## src/rtl/ecc_test_sequencer_if.sv

```systemverilog
// Handshake bundle between the ECC campaign sequencer and the channel path.
// master: the sequencer (drives CHAN_*/status, reads RUN and checker results).
// slave : the path/controller side (drives RUN and checker results).
//   RUN          campaign start request
//   CHECK_VALID  checker result strobe
//   CHECK_ERR    result mismatched (qualified by CHECK_VALID)
//   CHAN_RESET   reset to the generator/channel/checker path
//   CHAN_START   one-cycle start pulse to the generator
//   BUSY/DONE/PASS/TIMEOUT  campaign status and verdict
//   RUN_IDX      current run index
//   ERR_COUNT    accumulated bit errors
interface ecc_test_sequencer_if #(
  parameter int unsigned RUNS_NUMB = 4,
  parameter int unsigned BITS_NUMB = 10
);
  localparam int unsigned RW = (RUNS_NUMB > 1) ? $clog2(RUNS_NUMB) : 1;
  localparam int unsigned EW = $clog2(RUNS_NUMB * BITS_NUMB + 1);

  logic          RUN;
  logic          CHECK_VALID;
  logic          CHECK_ERR;
  logic          CHAN_RESET;
  logic          CHAN_START;
  logic          BUSY;
  logic          DONE;
  logic          PASS;
  logic          TIMEOUT;
  logic [RW-1:0] RUN_IDX;
  logic [EW-1:0] ERR_COUNT;

  modport master (
    input  RUN, CHECK_VALID, CHECK_ERR,
    output CHAN_RESET, CHAN_START, BUSY, DONE, PASS, TIMEOUT, RUN_IDX, ERR_COUNT
  );

  modport slave (
    output RUN, CHECK_VALID, CHECK_ERR,
    input  CHAN_RESET, CHAN_START, BUSY, DONE, PASS, TIMEOUT, RUN_IDX, ERR_COUNT
  );
endinterface

```

## src/rtl/ecc_test_sequencer.sv

```systemverilog
// Campaign controller for the error-correction channel bench. Runs RUNS_NUMB
// back-to-back runs; each run resets the path, pulses CHAN_START and collects
// BITS_NUMB checker results, accumulating bit errors under a no-progress
// watchdog. Issues one PASS/FAIL verdict per campaign.
// Ports:
//   CLK    clock
//   RESET  synchronous, active-high reset
//   bus    ecc_test_sequencer_if.master (RUN/CHECK_* in, CHAN_*/status out)
module ecc_test_sequencer #(
  parameter int unsigned RUNS_NUMB      = 4,
  parameter int unsigned BITS_NUMB      = 10,
  parameter int unsigned RESET_CYCLES   = 4,
  parameter int unsigned TIMEOUT_CYCLES = 1000,
  parameter int unsigned MAX_ERRORS     = 0
) (
  input  logic                 CLK,
  input  logic                 RESET,
  ecc_test_sequencer_if.master bus
);
  localparam int unsigned RW   = (RUNS_NUMB > 1) ? $clog2(RUNS_NUMB) : 1;
  localparam int unsigned EW   = $clog2(RUNS_NUMB * BITS_NUMB + 1);
  localparam int unsigned BW   = $clog2(BITS_NUMB + 1);
  localparam int unsigned CMAX = (RESET_CYCLES > TIMEOUT_CYCLES) ? RESET_CYCLES : TIMEOUT_CYCLES;
  localparam int unsigned CW   = $clog2(CMAX + 1);

  localparam logic [2:0] ST_IDLE         = 3'd0;
  localparam logic [2:0] ST_RESET_CHAN   = 3'd1;
  localparam logic [2:0] ST_START_RUN    = 3'd2;
  localparam logic [2:0] ST_WAIT_RESULTS = 3'd3;
  localparam logic [2:0] ST_RUN_END      = 3'd4;
  localparam logic [2:0] ST_FINISH       = 3'd5;

  logic [2:0]    state_q,     state_d;
  logic [CW-1:0] cnt_q,       cnt_d;       // reset-pulse length or watchdog
  logic [BW-1:0] bit_cnt_q,   bit_cnt_d;
  logic [RW-1:0] run_idx_q,   run_idx_d;
  logic [EW-1:0] err_count_q, err_count_d;
  logic          timeout_q,   timeout_d;
  logic          chan_reset_q, chan_reset_d;
  logic          chan_start_q, chan_start_d;
  logic          busy_q,      busy_d;
  logic          done_q,      done_d;
  logic          pass_q,      pass_d;

  // Next state, counters, and outputs decoded from the next state
  always_comb begin
    state_d     = state_q;
    cnt_d       = cnt_q;
    bit_cnt_d   = bit_cnt_q;
    run_idx_d   = run_idx_q;
    err_count_d = err_count_q;
    timeout_d   = timeout_q;

    case (state_q)
      ST_IDLE, ST_FINISH: begin
        if (bus.RUN) begin
          err_count_d = '0;
          timeout_d   = 1'b0;
          run_idx_d   = '0;
          cnt_d       = '0;
          state_d     = ST_RESET_CHAN;
        end
      end
      ST_RESET_CHAN: begin
        if (cnt_q == CW'(RESET_CYCLES - 1)) begin
          state_d = ST_START_RUN;
        end else begin
          cnt_d = cnt_q + CW'(1);
        end
      end
      ST_START_RUN: begin
        bit_cnt_d = '0;
        cnt_d     = '0;
        state_d   = ST_WAIT_RESULTS;
      end
      ST_WAIT_RESULTS: begin
        // A result on the would-be expiry cycle reloads the watchdog instead
        if (bus.CHECK_VALID) begin
          bit_cnt_d = bit_cnt_q + BW'(1);
          cnt_d     = '0;
          if (bus.CHECK_ERR) begin
            err_count_d = err_count_q + EW'(1);
          end
          if (bit_cnt_q == BW'(BITS_NUMB - 1)) begin
            state_d = ST_RUN_END;
          end
        end else if (cnt_q == CW'(TIMEOUT_CYCLES - 1)) begin
          timeout_d = 1'b1;
          state_d   = ST_FINISH;
        end else begin
          cnt_d = cnt_q + CW'(1);
        end
      end
      ST_RUN_END: begin
        if (run_idx_q == RW'(RUNS_NUMB - 1)) begin
          state_d = ST_FINISH;
        end else begin
          run_idx_d = run_idx_q + RW'(1);
          cnt_d     = '0;
          state_d   = ST_RESET_CHAN;
        end
      end
      default: begin
        state_d = ST_IDLE;
      end
    endcase

    chan_reset_d = (state_d == ST_IDLE) || (state_d == ST_RESET_CHAN) || (state_d == ST_FINISH);
    chan_start_d = (state_d == ST_START_RUN);
    busy_d       = (state_d == ST_RESET_CHAN) || (state_d == ST_START_RUN) ||
                   (state_d == ST_WAIT_RESULTS) || (state_d == ST_RUN_END);
    done_d       = (state_d == ST_FINISH);
    pass_d       = done_d && !timeout_d && (32'(err_count_d) <= MAX_ERRORS);
  end

  // State and output registers
  always_ff @(posedge CLK) begin
    if (RESET) begin
      state_q      <= ST_IDLE;
      cnt_q        <= '0;
      bit_cnt_q    <= '0;
      run_idx_q    <= '0;
      err_count_q  <= '0;
      timeout_q    <= 1'b0;
      chan_reset_q <= 1'b1;
      chan_start_q <= 1'b0;
      busy_q       <= 1'b0;
      done_q       <= 1'b0;
      pass_q       <= 1'b0;
    end else begin
      state_q      <= state_d;
      cnt_q        <= cnt_d;
      bit_cnt_q    <= bit_cnt_d;
      run_idx_q    <= run_idx_d;
      err_count_q  <= err_count_d;
      timeout_q    <= timeout_d;
      chan_reset_q <= chan_reset_d;
      chan_start_q <= chan_start_d;
      busy_q       <= busy_d;
      done_q       <= done_d;
      pass_q       <= pass_d;
    end
  end

  assign bus.CHAN_RESET = chan_reset_q;
  assign bus.CHAN_START = chan_start_q;
  assign bus.BUSY       = busy_q;
  assign bus.DONE       = done_q;
  assign bus.PASS       = pass_q;
  assign bus.TIMEOUT    = timeout_q;
  assign bus.RUN_IDX    = run_idx_q;
  assign bus.ERR_COUNT  = err_count_q;
endmodule
```

## src/flat_wrapper.sv

```systemverilog
// flat-port wrapper written by rule: the top's interface ports become plain ports
module ecc_test_sequencer_flat 
#(
  parameter int unsigned RUNS_NUMB      = 4,
  parameter int unsigned BITS_NUMB      = 10,
  parameter int unsigned RESET_CYCLES   = 4,
  parameter int unsigned TIMEOUT_CYCLES = 1000,
  parameter int unsigned MAX_ERRORS     = 0
)
  (CLK, RESET, bus_RUN, bus_CHECK_VALID, bus_CHECK_ERR, bus_CHAN_RESET, bus_CHAN_START, bus_BUSY, bus_DONE, bus_PASS, bus_TIMEOUT, bus_RUN_IDX, bus_ERR_COUNT);
  ecc_test_sequencer_if #(.RUNS_NUMB(RUNS_NUMB), .BITS_NUMB(BITS_NUMB)) bus_i ();
  input  logic CLK;
  input  logic RESET;
  input wire logic [$bits(bus_i.RUN)-1:0] bus_RUN;
  input wire logic [$bits(bus_i.CHECK_VALID)-1:0] bus_CHECK_VALID;
  input wire logic [$bits(bus_i.CHECK_ERR)-1:0] bus_CHECK_ERR;
  output wire logic [$bits(bus_i.CHAN_RESET)-1:0] bus_CHAN_RESET;
  output wire logic [$bits(bus_i.CHAN_START)-1:0] bus_CHAN_START;
  output wire logic [$bits(bus_i.BUSY)-1:0] bus_BUSY;
  output wire logic [$bits(bus_i.DONE)-1:0] bus_DONE;
  output wire logic [$bits(bus_i.PASS)-1:0] bus_PASS;
  output wire logic [$bits(bus_i.TIMEOUT)-1:0] bus_TIMEOUT;
  output wire logic [$bits(bus_i.RUN_IDX)-1:0] bus_RUN_IDX;
  output wire logic [$bits(bus_i.ERR_COUNT)-1:0] bus_ERR_COUNT;
  assign bus_i.RUN = bus_RUN;
  assign bus_i.CHECK_VALID = bus_CHECK_VALID;
  assign bus_i.CHECK_ERR = bus_CHECK_ERR;
  assign bus_CHAN_RESET = bus_i.CHAN_RESET;
  assign bus_CHAN_START = bus_i.CHAN_START;
  assign bus_BUSY = bus_i.BUSY;
  assign bus_DONE = bus_i.DONE;
  assign bus_PASS = bus_i.PASS;
  assign bus_TIMEOUT = bus_i.TIMEOUT;
  assign bus_RUN_IDX = bus_i.RUN_IDX;
  assign bus_ERR_COUNT = bus_i.ERR_COUNT;
  ecc_test_sequencer #(.RUNS_NUMB(RUNS_NUMB), .BITS_NUMB(BITS_NUMB), .RESET_CYCLES(RESET_CYCLES), .TIMEOUT_CYCLES(TIMEOUT_CYCLES), .MAX_ERRORS(MAX_ERRORS)) u_core (.CLK(CLK), .RESET(RESET), .bus(bus_i));
endmodule
```

## config.mk

```make
export PLATFORM = sky130hd
export DESIGN_NAME = ecc_test_sequencer_flat
export DESIGN_NICKNAME = d
export VERILOG_FILES = /design/src/rtl/ecc_test_sequencer_if.sv /design/src/rtl/ecc_test_sequencer.sv /design/src/flat_wrapper.sv
export SDC_FILE = /design/constraint.sdc
export NUM_CORES = 1
export LEC_CHECK = 0
export BUFFER_PORTS_ARGS = -buffer_cell sky130_fd_sc_hd__buf_2
export CORE_MARGIN = 4
export CORE_UTILIZATION = 40
export CTS_CLUSTER_DIAMETER = 80
export DETAILED_ROUTE_END_ITERATION = 8
export HOLD_SLACK_MARGIN = 0.02
export PLACE_DENSITY = 0.68
export SLEW_MARGIN = 20
export SYNTH_ARGS = -nofsm -noshare
export SYNTH_HDL_FRONTEND = slang
export SYNTH_SLANG_ARGS = --single-unit
```

## constraint.sdc

```tcl
create_clock -name CLK -period 5.2 [get_ports CLK]
set_input_delay 0.78 -clock CLK [delete_from_list [all_inputs] [get_ports CLK]]
set_output_delay 0.78 -clock CLK [all_outputs]
set_load 0.1 [all_outputs]
```

==> results of run 1 <==
[sequential cells by signal, summed over array words and instances (netlist names)]
name                   cells
u_core.bus.BUSY            1
u_core.state_q             3
u_core.bus.CHAN_START      1
u_core.bus.TIMEOUT         1
u_core.bus.CHAN_RESET      1
u_core.bus.RUN_IDX         2
u_core.cnt_q              10
u_core.bit_cnt_q           4
u_core.bus.PASS            1
u_core.bus.DONE            1
u_core.bus.ERR_COUNT       6
[final timing paths]
path / endpoint / slack [ns] / cells past startpoint
setup / recovery: bus_ERR_COUNT[3] / 3.20 / 1
hold / removal: u_core.cnt_q[1] / 0.50 / 2
setup reg to reg: u_core.bus.PASS / 3.26 / 5
hold reg to reg: u_core.cnt_q[1] / 0.50 / 2
[cells in the mapped netlist (3+ instances only)]
cell / number / area, um2
and3_1: 7 / 43.79
nand4_1: 5 / 31.28
nand2_1: 22 / 82.58
a211oi_1: 3 / 22.52
a31oi_1: 4 / 25.02
o31ai_1: 3 / 22.52
dfxtp_1: 31 / 620.6
nand3_1: 8 / 40.04
o211ai_1: 3 / 22.52
o21ai_0: 11 / 55.05
clkbuf_1: 4 / 15.01
a21oi_1: 10 / 50.05
nand2b_1: 4 / 25.02
o21a_1: 3 / 22.52
inv_1: 6 / 22.52
nor2_1: 28 / 105.1
o21bai_1: 3 / 22.52
buf_2: 3 / 15.01
nor3b_1: 3 / 22.52
a311oi_1: 4 / 35.03
nor3_1: 7 / 35.03
nor2b_1: 6 / 37.54
ha_1: 5 / 62.56
nor3_2: 3 / 30.03
[cells by family (layout without fill, tap and decap cells)]
kind of cell               after synthesis  in the layout  share of synthesized area
AOI/OAI and AO/OA                       56             56                     0.2257
adders and majority gates                5              5                    0.03516
buffers and inverters                   15             32                    0.04008
DFF                                     31             31                     0.3488
muxes                                    2              2                    0.01125
and+or+nand+nor                        109            109                     0.3390
[worst register-to-register path, stage by stage (launching register included)]
cell      delay, ns
dfxtp_1        0.63
and3b_1        0.45
a41o_1         0.22
o21ai_0        0.13
a211oi_1       0.27
o2111a_1       0.20
[metrics by stage]
step,std cells,setup WS [ns],hold WS (ns),util
2_1_floorplan,218,2.894,0.4579,-
3_3_place_gp,277,2.970,0.4785,0.4544
3_5_place_dp,277,2.957,0.4894,0.4544
4_1_cts,285,3.200,0.4988,0.4786
5_1_grt,285,3.062,0.5268,0.4786
6_report,285,3.204,0.4958,0.4786
[final cells by class]
type	count	area [um2]	share of cell area
inverter	6	22.52	0.01136
clock buffer	8	100.1	0.05047
sequential	31	620.6	0.3129
multi-input combinational	172	1087	0.5483
tap	50	62.56	0.03155
timing repair buffer	18	90.09	0.04543
[metal layers]
metal | part of all wire | vias to the layer above | global-route usage
li1 | - | 836 | -
met5 | 0 | - | 0
met1 | 0.52 | 739 | 0.2276
met3 | 0.041 | 9 | 0.04272
met2 | 0.41 | 30 | 0.2107
met4 | 0.021 | 0 | 0.07905
[power groups by stage]
| stage | clock network (mW) | logic (mW) | registers, mW |
|---|---|---|---|
| 3_5_place_dp | 0 | 0.0364 | 0.248 |
| 2_1_floorplan | 0 | 0.0244 | 0.251 |
| 3_3_place_gp | 0 | 0.0358 | 0.248 |
| 6_report | 0.208 | 0.0363 | 0.243 |
| 5_1_grt | 0.227 | 0.0401 | 0.243 |
| 4_1_cts | 0.213 | 0.0364 | 0.243 |
[layout by cell type, fill, tap and decap left out, types with 6 or more instances in the layout]
cell      netlist  layout
nor3_1          7       7
clkbuf_8        0       7
dfxtp_1        31      31
nand3_1         8       8
inv_1           6       6
nor2b_1         6       6
buf_2           3      18
nor2_1         28      28
o21ai_0        11      11
nand2_1        22      22
and3_1          7       7
a21oi_1        10      10
==> qor.yml, run 1 <==
floorplan:
  ioPinCount: 19
  start_util: 0.4293
  core_um2: 4144
  die_height_um: 74.70
  dieArea_um2: 5579
  row_count: 23
  dieWidth_um: 74.70
place:
  place_congestion: 0.8376
  port-buffer-count: 18
  dp.final_hpwl_um: 2810
  place_area_um2: 1883
pwr:
  p_leak_nw: 0.7830
  p_comb_frac: 0.075
  finalPower_uw: 487.4
  seq_power_share: 0.498
  switching_share: 0.2395
  p_int_uw: 370.7
  pwr-share-clk: 0.427
  power.switching_uw: 116.8
  power_density_nw_per_um2: 245.8
  max-vdd-ir-drop_v: 0.00008423
global_routing:
  grt_pass1_vias: 1456
  grt_pass1_wl_um: 6720
  grt_overflow: 0
  grt.total_usage: 0.1569
  antenna_found_initial: 0
  grt_max_degree: 31
sta:
  period_share: 0.3838
  setup_viol: 0
  tightest_slew_ns: 0.6496
  fin_skew_ns: 0.005980
  min_period_ns: 1.996
  maxSlewHeadroom: 0.5663
  rsz0062_at_grt: "false"
  hold_viol_final: 0
  finalSetupTns_ns: 0
  fmax_mhz: 501.0
  slew_violations: 0
final_layout:
  final_layout_size_suffix_gt1_frac: 0.1660
  fillCellCount: 439
  final_nets: 244
  area_delta_synth_final_pct: 11.46
  final_area_um2: 1983
  n_antenna_cell: 0
min_path:
  min_path_type: "reg -> reg"
  min_from: "u_core.cnt_q[1]"
clock_network:
  path_clk_slew_ns: 0.07
  post_cts_buffers: 0
  hold_buffers: 0
  cts.path.max_buffers: 2
  numCtsBuffers: 5
  cts_resized: 0
  cts_tree: "done"
  worstSkewPairLatency_ns: 0.28
  cts_htree_levels: 2
  clock-sinks: 31
  cts_root_buf: "clkbuf_8"
worst_setup_path:
  startpoint: "u_core.bus.ERR_COUNT[3]"
  worstPathArrival_ns: 1.22
  slowest_delay_ns: 0.48
  r2r_start: "u_core.state_q[1]"
  startpoint_type: "flop"
  cp_num_buf_inv: 1
  end_kind: "output port"
  crit_family: "buffers and inverters"
  worstSetupPathType: "reg -> out"
  worst-path-max-fanout: 7
  path_cells: "buf_2"
  cp.required_ns: 4.42
  slowest_stage: "buf_2"
logic_synthesis:
  yosys_warnings: 0
  async_reset_ff_frac: 0
  ys_seq_area_frac: 0.3488
  ys_seq_elements: 31
  syn_nets: 228
  synth_edf_count: 0
  netlist_area_um2: 1779
  synthDistinctLibCells: 50
  syn_inst: 218
  synth_ff_type: "dfxtp_1"
  avgSynthCellArea_um2: 8.161
route:
  first_iter_violations: 74
  wl_per_cell_um: 13.83
  drc: 0
  wl_um: 3942
  dr.pass1.iters: 4
  vias: 1614
  avgViaCountPerCell: 5.663
  ant_nets: 0
flow_run:
  maxCapViolations: 0
run_status:
  status: "finished clean"
Note: power is estimated with default switching activity, not from simulation.
==> run 2: changes to the inputs <==
Settings changed: ABC_AREA from default to 1.
Clock period 5.2 ns to 1.9 ns, I/O delays scaled along.
==> qor.yml, run 2 <==
worst_setup_path:
  path_cells: "nand3_2, inv_2, nand4_2, nand2_4, nor2_8, o21ai_1, nor2_1"  # was buf_2
  crit_family: "simple AND/OR/NAND/NOR gates"  # was buffers and inverters
  worst-path-max-fanout: 16  # was 7
  worstSetupPathType: "reg -> reg"  # was reg -> out
  startpoint_type: "flop"  # unchanged
  worstPathArrival_ns: 1.91  # was 1.22 ns
  slowest_stage: "dfxtp_1"  # was buf_2
  end_kind: "flop"  # was output port
  slowest_delay_ns: 0.52  # was 0.48 ns
  cp_num_buf_inv: 1  # unchanged
  cp.required_ns: 2.07  # was 4.42 ns
logic_synthesis:
  synthTopCellsByArea: "dfxtp_1 31%, nand2_1 14%, nand3_1 7.9%"  # was dfxtp_1 35%, nor2_1 5.9%, nand2_1 4.6%
  ys_seq_elements: 31  # unchanged
  yosys-top-cells-count: "73 x nand2_1, 41 x nor2_1, 36 x inv_1"  # was 31 x dfxtp_1, 28 x nor2_1, 22 x nand2_1
  synthDominantCellAreaShare: 0.3143  # was 0.3488
  syn_inst: 304  # was 218
  yosys_warnings: 0  # unchanged
  syn_nets: 314  # was 228
  avgSynthCellArea_um2: 6.495  # was 8.161 um2
  synth_most_common_cell: "nand2_1"  # was dfxtp_1
  yosys.area_share.simple: 0.4138  # was 0.3390
  async_reset_ff_frac: 0  # unchanged
  synth_edf_count: 0  # unchanged
  synth_top_family_by_area: "simple AND/OR/NAND/NOR gates"  # unchanged
  ys_seq_area_frac: 0.3143  # was 0.3488
  synth_xor_area_frac: 0.01774  # was 0
  synth_ff_type: "dfxtp_1"  # unchanged
  muxShareOfSynthArea: 0  # was 0.01125
  netlist_area_um2: 1974  # was 1779 um2
  synth_compound_area_frac: 0.1343  # was 0.2257
  synthDistinctLibCells: 34  # was 50
  synth-adder-area-share: 0.03169  # was 0.03516
  synth_top_area_cell: "dfxtp_1"  # unchanged
global_routing:
  grt.total_usage: 0.1714  # was 0.1569
  grt_pass1_vias: 1825  # was 1456
  antenna_found_initial: 0  # unchanged
  grt_max_degree: 22  # was 31
  grt_overflow: 0  # unchanged
  grt_pass1_wl_um: 8362  # was 6720 um
final_layout:
  largest_reg_flops: 10  # unchanged
  final_nets: 337  # was 244
  n_antenna_cell: 0  # unchanged
  area_delta_synth_final_pct: 13.88  # was 11.46%
  mostFrequentLayoutCell: "nand2_1"  # was dfxtp_1
  top_register: "u_core.cnt_q"  # unchanged
  most-common-layout-cells: "73 x nand2_1, 40 x nor2_1, 36 x inv_1, 31 x nand3_1, 29 x dfxtp_1"  # was 31 x dfxtp_1, 28 x nor2_1, 22 x nand2_1, 18 x buf_2, 11 x o21ai_0
  final_layout_size_suffix_gt1_frac: 0.1585  # was 0.1660
  fillCellCount: 518  # was 439
sta:
  fin_skew_ns: 0.005385  # was 0.005980 ns
  min_period_ns: 1.742
  rsz0062_at_grt: "false"  # unchanged
  slew_violations: 0  # unchanged
  fmax_mhz: 573.9
  finalSetupTns_ns: 0  # unchanged
  period_share: 0.9170
  setup_viol: 0  # unchanged
  maxSlewHeadroom: 0.6755  # was 0.5663
  tightest_slew_ns: 0.4901  # was 0.6496 ns
  hold_viol_final: 0  # unchanged
pwr:
  max-vdd-ir-drop_v: 0.0004624  # was 0.00008423 V
  power_density_nw_per_um2: 674.3  # was 245.8 nW/um2
  pwr-share-clk: 0.383  # was 0.427
  p_leak_nw: 1.079  # was 0.7830 nW
  p_comb_frac: 0.165  # was 0.075
  finalPower_mw: 1.516  # was 487.4 uW
  power.switching_uw: 460.4  # was 116.8 uW
  p_int_mw: 1.056  # was 370.7 uW
  switching_share: 0.3037  # was 0.2395
  seq_power_share: 0.451  # was 0.498
flow_run:
  maxCapViolations: 0  # unchanged
clock_network:
  worstSkewPairLatency_ns: 0.29  # was 0.28 ns
  cts_tree: "done"  # unchanged
  cts_resized: 0  # unchanged
  hold_buffers: 0  # unchanged
  path_clk_slew_ns: 0.07  # about the same
  cts_htree_levels: 2  # unchanged
  cts.path.max_buffers: 2  # unchanged
  post_cts_buffers: 0  # unchanged
  clock-sinks: 31  # unchanged
  numCtsBuffers: 5  # unchanged
  cts_root_buf: "clkbuf_8"  # unchanged
floorplan:
  row_count: 25  # was 23
  ioPinCount: 19  # unchanged
  die_height_um: 78.26  # was 74.70 um
  dieArea_um2: 6124  # was 5579 um2
  start_util: 0.4153  # was 0.4293
  dieWidth_um: 78.26  # was 74.70 um
  core_um2: 4755  # was 4144 um2
place:
  port-buffer-count: 18  # unchanged
  place_congestion: 0.8629  # was 0.8376
  dp.final_hpwl_um: 3665  # was 2810 um
route:
  avgViaCountPerCell: 5.162  # was 5.663
  vias: 2039  # was 1614
  wl_um: 4930  # was 3942 um
  ant_nets: 0  # unchanged
  first_iter_violations: 229  # was 74
  drc: 0  # unchanged
  wl_per_cell_um: 12.48  # was 13.83 um
  dr.pass1.iters: 5  # was 4
min_path:
  min_path_type: "in -> reg"  # was reg -> reg
run_status:
  status: "finished clean"  # unchanged
-- run 2: cell count changes after synthesis, sizes merged, moves of 5 or more --
| cell | before | now |
|---|---|---|
| nand2 | 22 | 79 |
| o21ai | 11 | 23 |
| nand3 | 8 | 34 |
| nor3 | 10 | 2 |
| and3 | 7 | 0 |
| inv | 6 | 41 |
| a311oi | 5 | 0 |
| a21oi | 10 | 16 |
| nor2 | 28 | 46 |
| nor2b | 6 | 0 |
-- run 2: final timing paths --
path                             from                  end  slack, ns  cells after the start
setup / recovery    u_core.state_q[1]      u_core.cnt_q[1]       0.16                      7
hold / removal        bus_CHECK_VALID  u_core.bit_cnt_q[0]       0.41                      3
setup reg to reg    u_core.state_q[1]      u_core.cnt_q[1]       0.16                      7
hold reg to reg   u_core.bit_cnt_q[0]  u_core.bit_cnt_q[0]       0.51                      2
-- run 2: cell type report --
| class | count | area [um2] | share of cell area |
|---|---|---|---|
| multi-input cells | 228 | 1182 | 0.5259 |
| flip-flops and latches | 31 | 623.1 | 0.2771 |
| inverters | 41 | 153.9 | 0.06845 |
| repair buffers | 20 | 105.1 | 0.04674 |
| clock buffers | 8 | 100.1 | 0.04452 |
| well taps | 67 | 83.83 | 0.03728 |
-- run 2: worst min-delay path: stages --
cell and delay [ns]:
buf_2 0.18, nand2_1 0.12, a21oi_1 0.07
-- run 2: kinds of logic (layout without fill, tap and decap cells) --
| family | count (synthesis) | in the layout |
|---|---|---|
| AND/OR/NAND/NOR | 172 | 172 |
| XOR/XNOR | 4 | 4 |
| AO/OA/AOI/OAI | 47 | 47 |
| adder cells (fa/ha/maj) | 5 | 5 |
| buffers and inverters | 45 | 69 |
| flip-flops | 31 | 31 |
-- run 2: power groups by stage --
stage | Combinational, mW | Sequential [mW] | Clock [mW]
floorplan | 0.124 | 0.762 | 0
global placement | 0.246 | 0.697 | 0
detailed placement | 0.249 | 0.698 | 0
CTS | 0.249 | 0.684 | 0.590
global route | 0.274 | 0.686 | 0.624
finish | 0.251 | 0.684 | 0.581
-- run 2: per-stage QoR --
step	setup WS, ns	hold WS [ns]	utilization	cells	cell area (um2)
finish	0.1577	0.4121	0.4729	395	2248
global route	0.01072	0.4273	0.4729	395	2248
CTS	0.1621	0.4059	0.4724	395	2246
detailed placement	0.1106	0.5011	0.4513	387	2146
global placement	0.1493	0.4939	0.4513	387	2146
floorplan	0.03145	0.3534	-	304	1977
-- run 2: routing by layer --
metal	track usage	wire, um	vias to the layer above
met4	0.07867	130	0
met1	0.2353	2374	893
met3	0.03899	333	17
li1	-	-	1037
met2	0.2543	2091	92
met5	0	0	-
==> run 3: changes to the inputs <==
--- a/config.mk
+++ b/config.mk
@@ -10,4 +10,5 @@
 export CORE_MARGIN = 4
 export CORE_UTILIZATION = 40
+export CTS_BUF_LIST = sky130_fd_sc_hd__clkbuf_8
 export CTS_CLUSTER_DIAMETER = 80
 export DETAILED_ROUTE_END_ITERATION = 8
==> constraint.sdc (replaced) <==
create_clock -name CLK -period 1.9 [get_ports CLK]
set_input_delay 0.19 -clock CLK [delete_from_list [all_inputs] [get_ports CLK]]
set_output_delay 0.19 -clock CLK [all_outputs]
set_load 0.1 [all_outputs]
==> qor.yml, run 3 (same netlist as run 2, synthesis figures left out) <==
final_layout:
  largest_reg_flops: 10  # unchanged
  final_area_um2: 2272  # was 2248 um2
  mostFrequentLayoutCell: "nand2_1"  # unchanged
  multi_input_area_um2: 1180  # was 1182 um2
  final_layout_size_suffix_gt1_frac: 0.1662  # was 0.1585
  n_antenna_cell: 0  # unchanged
  register_area_um2: 624.3  # was 623.1 um2
  fillCellCount: 499  # was 518
  most-common-layout-cells: "73 x nand2_1, 41 x nor2_1, 37 x inv_1, 31 x nand3_1, 28 x dfxtp_1"  # was 73 x nand2_1, 40 x nor2_1, 36 x inv_1, 31 x nand3_1, 29 x dfxtp_1
  area_delta_synth_final_pct: 15.08  # was 13.88%
  final_nets: 340  # was 337
  utilization: 0.4779  # was 0.4729
  top_register: "u_core.cnt_q"  # unchanged
floorplan:
  die_height_um: 78.26  # unchanged
  core_um2: 4755  # unchanged
  start_util: 0.4153  # unchanged
  row_count: 25  # unchanged
  dieArea_um2: 6124  # unchanged
  ioPinCount: 19  # unchanged
  dieWidth_um: 78.26  # unchanged
sta:
  setup_viol: 0  # unchanged
  fin_skew_ns: 0.003726  # was 0.005385 ns
  slew_violations: 0  # unchanged
  maxSlewHeadroom: 0.6751  # was 0.6755
  finalSetupTns_ns: 0  # unchanged
  tightest_slew_ns: 0.4907  # was 0.4901 ns
  min_period_ns: 1.691  # was 1.742 ns
  fmax_mhz: 591.2  # was 573.9 MHz
  rsz0062_at_grt: "false"  # unchanged
  period_share: 0.8902  # was 0.9170
  hold_viol_final: 0  # unchanged
route:
  ant_nets: 0  # unchanged
  avgViaCountPerCell: 5.030  # was 5.162
  wl_per_cell_um: 12.51  # was 12.48 um
  dr.pass1.iters: 4  # was 5
  first_iter_violations: 169  # was 229
  vias: 2002  # was 2039
  drc: 0  # unchanged
  wl_um: 4980  # was 4930 um
global_routing:
  grt.total_usage: 0.1740  # was 0.1714
  grt_overflow: 0  # unchanged
  antenna_found_initial: 0  # unchanged
  grt_pass1_wl_um: 8521  # was 8362 um
  grt_max_degree: 22  # unchanged
  grt_pass1_vias: 1824  # was 1825
clock_network:
  clock-sinks: 31  # unchanged
  cts_root_buf: "clkbuf_8"  # unchanged
  cts_tree: "done"  # unchanged
  worstSkewPairLatency_ns: 0.29  # about the same
  cts.path.max_buffers: 2  # unchanged
  cts_htree_levels: 2  # unchanged
  numCtsBuffers: 5  # unchanged
  hold_buffers: 0  # unchanged
  post_cts_buffers: 0  # unchanged
  path_clk_slew_ns: 0.06  # was 0.07 ns
  cts_resized: 0  # unchanged
min_path:
  min_path_type: "in -> reg"  # unchanged
  min_from: "bus_CHECK_VALID"  # unchanged
  whs_endpoint: "u_core.bit_cnt_q[0]"  # unchanged
  worstHoldPathCells: 3  # unchanged
flow_run:
  maxCapViolations: 0  # unchanged
worst_setup_path:
  end_kind: "flop"  # unchanged
  worst_r2r_path_depth: 7  # unchanged
  startpoint_type: "flop"  # unchanged
  cp.required_ns: 2.06  # was 2.07 ns
  worst-path-max-fanout: 16  # unchanged
  timing.rr.end: "u_core.cnt_q[1]"  # unchanged
  worstPathArrival_ns: 1.86  # was 1.91 ns
  r2r_start: "u_core.state_q[1]"  # unchanged
  rrSetupSlack_ns: 0.21  # was 0.16 ns
  worstSetupPathType: "reg -> reg"  # unchanged
place:
  place_area_um2: 2168  # was 2146 um2
  place_congestion: 0.8879  # was 0.8629
  port-buffer-count: 18  # unchanged
  dp.final_hpwl_um: 3697  # was 3665 um
run_status:
  status: "finished clean"  # unchanged
pwr:
  power_density_nw_per_um2: 662.5  # was 674.3 nW/um2
  finalPower_mw: 1.505  # was 1.516 mW
  max-vdd-ir-drop_v: 0.0005283  # was 0.0004624 V
  p_leak_nw: 1.099  # was 1.079 nW
-- run 3: cell count changes in the layout (fill, tap and decap cells not counted) --
cell / before / now
buf_4: 2 / 5
clkbuf_1: 1 / 0
dfxtp_1: 29 / 28
dfxtp_2: 2 / 3
inv_1: 36 / 37
inv_2: 5 / 4
inv_4: 0 / 1
nor2_1: 40 / 41
nor2_2: 5 / 4
-- run 3: cell type report --
| cell class | count | area share |
|---|---|---|
| clock inverters | 1 | 0.001652 |
| flip-flops and latches | 31 | 0.2748 |
| repair buffers | 23 | 0.05617 |
| multi-input cells | 228 | 0.5193 |
| well taps | 67 | 0.03689 |
| clock buffers | 7 | 0.04240 |
| inverters | 41 | 0.06883 |
-- run 3: metrics by stage --
| step | hold slack [ns] | setup slack, ns | cells |
|---|---|---|---|
| floorplan | 0.2584 | 0.03145 | 304 |
| global placement | 0.4924 | 0.2153 | 390 |
| detailed placement | 0.5042 | 0.1568 | 390 |
| CTS | 0.3174 | 0.1444 | 398 |
| global route | 0.3406 | 0.04104 | 398 |
| finish | 0.3232 | 0.2085 | 398 |
-- run 3: report_power, final --
part	internal, mW	switching [mW]	leakage (nW)
Combinational	0.0626	0.192	0.790
Clock	0.325	0.245	0.0557
Sequential	0.666	0.0157	0.253
-- run 3: how the worst max path moves through the flow --
stage | slack [ns] | cells past startpoint | startpoint | end
floorplan | 0.03 | 8 | u_core.bus.ERR_COUNT[2] | u_core.bus.PASS
global placement | 0.22 | 7 | u_core.state_q[1] | u_core.cnt_q[1]
detailed placement | 0.16 | 7 | u_core.state_q[1] | u_core.cnt_q[1]
CTS | 0.14 | 7 | u_core.state_q[1] | u_core.cnt_q[1]
global route | 0.04 | 8 | u_core.state_q[1] | u_core.bus.PASS
finish | 0.21 | 7 | u_core.state_q[1] | u_core.cnt_q[1]
-- run 3: critical path: stages (launching register included) --
cell,delay (ns)
dfxtp_1,0.52
nand3_2,0.24
inv_4,0.22
nand4_2,0.16
nand2_4,0.19
nor2_8,0.07
o21ai_1,0.12
nor2_1,0.04
-- run 3: routing by layer --
metal  vias up  GRT usage  wire (um)
li1       1043          -          -
met1       891     0.2382       2366
met2        62     0.2663       2142
met3         6    0.03784        398
met4         0    0.06818         73
met5         -          0          0
